**src/rtl/syn_r2w_status.sv**
```systemverilog
// Brings the Gray read pointer into the write clock domain and derives the
// write-side fill level, full/almost-full flags, read-advance pulse and Gray error.
module syn_r2w_status #(
    parameter int ASIZE        = 4,
    parameter int SYNC_STAGES  = 2,
    parameter int AFULL_THRESH = 2**ASIZE - 2
) (
    input  logic           wclk,
    input  logic           wrst_n,
    input  logic [ASIZE:0] rptr,
    input  logic [ASIZE:0] wptr_bin_next,
    input  logic           err_clr,
    output logic [ASIZE:0] s_rptr,
    output logic [ASIZE:0] s_rptr_bin,
    output logic [ASIZE:0] wfill,
    output logic           wfull,
    output logic           walmost_full,
    output logic           rptr_adv,
    output logic           gray_err
);

    localparam int PW = ASIZE + 1;
    localparam logic [PW-1:0] DEPTH_V  = PW'(2**ASIZE);
    localparam logic [PW-1:0] THRESH_V = PW'(AFULL_THRESH);

    generate
        if (SYNC_STAGES < 2 || SYNC_STAGES > 4) begin : g_bad_sync_stages
            $error("syn_r2w_status: SYNC_STAGES must be in 2..4");
        end
        if (AFULL_THRESH < 1 || AFULL_THRESH > 2**ASIZE) begin : g_bad_afull_thresh
            $error("syn_r2w_status: AFULL_THRESH must be in 1..2**ASIZE");
        end
    endgenerate

    logic [PW-1:0] sync_q [SYNC_STAGES];
    logic [PW-1:0] sync_d [SYNC_STAGES];
    logic [PW-1:0] bin_q, bin_d;
    logic [PW-1:0] prev_bin_q, prev_bin_d;
    logic [PW-1:0] prev_gray_q, prev_gray_d;
    logic [PW-1:0] fill_q, fill_d;
    logic          full_q, full_d;
    logic          afull_q, afull_d;
    logic          adv_q, adv_d;
    logic          err_q, err_d;
    logic          gray_bad;

    assign s_rptr = sync_q[SYNC_STAGES-1];

    // Plain flop chain: nothing may sit between stages.
    always_comb begin
        sync_d[0] = rptr;
        for (int i = 1; i < SYNC_STAGES; i++) begin
            sync_d[i] = sync_q[i-1];
        end
    end

    always_comb begin
        bin_d = '0;
        for (int i = 0; i < PW; i++) begin
            bin_d[i] = ^(s_rptr >> i);
        end
        prev_bin_d  = bin_q;
        prev_gray_d = s_rptr;
        // Modular subtraction handles pointer wrap without extra logic.
        fill_d      = wptr_bin_next - bin_q;
        full_d      = (fill_d == DEPTH_V);
        afull_d     = (fill_d >= THRESH_V);
        adv_d       = (bin_q != prev_bin_q);
        gray_bad    = ($countones(s_rptr ^ prev_gray_q) > 1);
        // A new violation takes priority over a simultaneous clear.
        err_d       = gray_bad | (err_q & ~err_clr);
    end

    always_ff @(posedge wclk or negedge wrst_n) begin
        if (!wrst_n) begin
            for (int i = 0; i < SYNC_STAGES; i++) begin
                sync_q[i] <= '0;
            end
            bin_q       <= '0;
            prev_bin_q  <= '0;
            prev_gray_q <= '0;
            fill_q      <= '0;
            full_q      <= 1'b0;
            afull_q     <= 1'b0;
            adv_q       <= 1'b0;
            err_q       <= 1'b0;
        end else begin
            sync_q      <= sync_d;
            bin_q       <= bin_d;
            prev_bin_q  <= prev_bin_d;
            prev_gray_q <= prev_gray_d;
            fill_q      <= fill_d;
            full_q      <= full_d;
            afull_q     <= afull_d;
            adv_q       <= adv_d;
            err_q       <= err_d;
        end
    end

    assign s_rptr_bin   = bin_q;
    assign wfill        = fill_q;
    assign wfull        = full_q;
    assign walmost_full = afull_q;
    assign rptr_adv     = adv_q;
    assign gray_err     = err_q;

endmodule
```
**config.mk**
```make
export PLATFORM = sky130hd
export DESIGN_NAME = syn_r2w_status
export DESIGN_NICKNAME = d
export VERILOG_FILES = /design/src/rtl/syn_r2w_status.sv
export SDC_FILE = /design/constraint.sdc
export NUM_CORES = 1
export LEC_CHECK = 0
export CORE_UTILIZATION = 47
export DETAILED_ROUTE_END_ITERATION = 6
export PLACE_DENSITY = 0.82
export SYNTH_ARGS = -nofsm -noshare
export SYNTH_HDL_FRONTEND = slang
export SYNTH_SLANG_ARGS = --single-unit
```
**constraint.sdc**
```tcl
create_clock -name wclk -period 2 [get_ports wclk]
set_input_delay 0.4 -clock wclk [delete_from_list [all_inputs] [get_ports wclk]]
set_output_delay 0.4 -clock wclk [all_outputs]
set_load 0.01 [all_outputs]
```
==> results.ini <==
[min_path]
hold_path_depth=0
min-delay-start=sync_d[0]
min_to=s_rptr[0]
hold_path.class=flop to flop

[grt]
grt_max_degree=34
grt_usage_pct=17.32
grt_overflow=0
grt_pass1_wl_mm=3.249
grt_pass1_vias=803
antenna_found_initial=0

[setup_path]
cp.required_ps=2230
worstReg2RegEnd=wfull
arrival_ps=2200
crit_type=flop to flop
cp-end-kind=flop
crit_path_start_kind=flop
startpoint=s_rptr_bin[0]
rrSetupSlack_ps=40
crit_fanout=3
r2r_cells=6
timing.rr.start=s_rptr_bin[0]

[floorplan]
core_area_um2=2500
core.rowCount=18
start_util_pct=50.60
die_w_um=53.88
die_height_um=53.88
die_area_um2=2903
io_pins=32

[yosys]
seq_area_frac_synth_pct=65.28
yosys_warnings=0
ys_types=24
ys.flop_type=dfrtp_1
async_flop_share_pct=100.0
yosysMostFrequentCell=dfrtp_1
yosys.area.top_type=dfrtp_1
postSynthNetCount=104
netlist_area_um2=1265
synth_cells=84
synth_top_area_share_pct=65.28
synthTopCellsByArea=dfrtp_1 65%, xor2_1 8.3%, ha_1 4.9%
synth_edf_count=0
syn_area_per_cell_um2=15.06
synth_common_cells=33 x dfrtp_1, 12 x xor2_1, 6 x inv_1
synth_seq_cells=33

[power_and_ir_drop]
p_sw_share_pct=28.39
clkPwrFrac_pct=20.4
peakVddDrop_v=0.0006711
switching_power_w=0.0004731
internal_power_w=0.001193
p_seq_share_pct=48.5
p_leak_nw=0.8019
combPwrFrac_pct=31.2
power_density_nw_per_um2=939.8

[finish]
n_fill_cell=180
final_cells=163
nets=152
seq_area_um2=827.0
fin_util_pct=70.92
area_delta_synth_final_pct=40.16
drive_gt1_share_pct=22.56
multi_input_area_um2=431.7
antennaDiodeCount=0

[place]
portBuffers=31
gp_congestion=0.7892
dpl.hpwl_mm=1.539
post-place-cells=152

[sta]
tightest_slew_ps=394.8
relSlewSlack_pct=73.68
skew_ps=12.82
min_period_ps=1963
period_share_pct=98.17
hold_slack_ps=353.6
fmax_mhz=509.3
maxSlewViolCount=0
finalHoldViolCount=0
setup_viol=0

[clocking]
tritoncts=built
root_buffer=clkbuf_4
clock_sinks=33
ctsLongestPathBuffers=2
clk_pin_slew_ps=100
htree_levels=2
ctsHoldBuffers=0
insertion_delay_ps=330
cts_made_buffers=5

[status]
status=completed

[route]
vias=785
remaining_drc_errors=0
firstDrtPassIters=2
first_iter_violations=2
viasPerCell=4.816
post_drt_wl_per_cell_um=13.26
routed_wl_mm=2.162
ant_nets=0

[run]
cap_violations=0

==> worst max path at each step <==
stage / to / slack, ps / cells after the start
detailed placement: wfull / -320 / 8
global placement: wfull / -270 / 7
global route: wfull / -30 / 6
CTS: wfull / 40 / 8
floorplan: gray_err / 130 / 4
finish: wfull / 40 / 6
==> through the flow <==
| stage | worst slack, ps | area, µm² | setup TNS [ps] | power, W |
|---|---|---|---|---|
| final | 36.53 | 1773 | 0 | 0.001666 |
| after global routing | -31.73 | 1773 | -31.73 | 0.001782 |
| after CTS | 43.70 | 1717 | 0 | 0.001633 |
| after detailed placement | -320.4 | 1665 | -471.4 | 0.001284 |
| after global placement | -267.8 | 1665 | -315.2 | 0.001265 |
| after floorplan | 134.6 | 1265 | 0 | 0.001033 |
==> per-layer routing <==
metal | global-route usage, % | vias up | wire, µm
met3 | 7.627 | 4 | 92
met5 | 0 | - | 0
met2 | 29.01 | 29 | 1149
li1 | - | 373 | -
met1 | 17.38 | 379 | 878
met4 | 10.96 | 0 | 42
==> critical path: stages, from the launching register on <==
cell	delay [ps]
dfrtp_2	400
ha_2	190
inv_2	40
fa_2	380
xor2_2	210
or3_4	390
a2111oi_4	260
==> area by class of cell <==
| type | count | share of cell area [%] |
|---|---|---|
| flip-flops and latches | 33 | 46.65 |
| multi-input cells | 43 | 24.35 |
| repair buffers | 43 | 22.72 |
| clock buffers | 6 | 2.329 |
| well taps | 30 | 2.117 |
| inverters | 6 | 1.270 |
| clock inverters | 2 | 0.5646 |
==> cell usage in the layout, fill, tap and decap left out, drive strengths merged <==
cell type      Yosys  layout
buf                2      12
clkinv             0       2
a21o               1       1
xnor2              2       2
a21oi              2       2
nand2              1       1
a2111oi            1       1
o21a               1       1
dfrtp             33      33
o21ai              1       1
o32ai              1       1
clkdlybuf4s50      0      30
nor2               2       2
a2111o             1       1
xor2              13      13
nor2b              1       1
clkbuf             0       6
ha                 5       5
and3b              1       1
and3               1       1
xor3               1       1
dlymetal6s2s       0       1
fa                 2       2
inv                6       6
nand3              2       2
nor3               2       2
or3                2       2
==> sequential cells by signal (all words and copies together), names as in the netlist <==
register and count:
prev_gray_q 4, prev_bin_q 5, s_rptr 5, wfill 5, walmost_full 1, sync_d 5, rptr_adv 1, s_rptr_bin 5
gray_err 1, wfull 1
==> power groups by stage <==
stage	Clock, W	Sequential (W)	Combinational (W)
after floorplan	0	0.000854	0.000179
after global placement	0	0.000819	0.000447
after detailed placement	0	0.000826	0.000459
after CTS	0.000360	0.000812	0.000461
after global routing	0.000392	0.000820	0.000570
final	0.000339	0.000808	0.000519
==> kinds of logic (layout without fill, tap and decap cells) <==
logic type	Yosys count	after routing	synth area share (%)
AOI/OAI and AO/OA	8	8	5.242
xor gates and xnor gates	16	16	12.96
adders and majority gates	7	7	8.111
buffers and inverters	8	57	2.967
DFF	33	33	65.28
and+or+nand+nor	12	12	5.440
==> what timing repair did <==
item	in CTS	in global routing
resized for setup	0	8
buffers inserted	0	3
setup endpoints to repair	0	1
(Power assumes the default switching activity.)
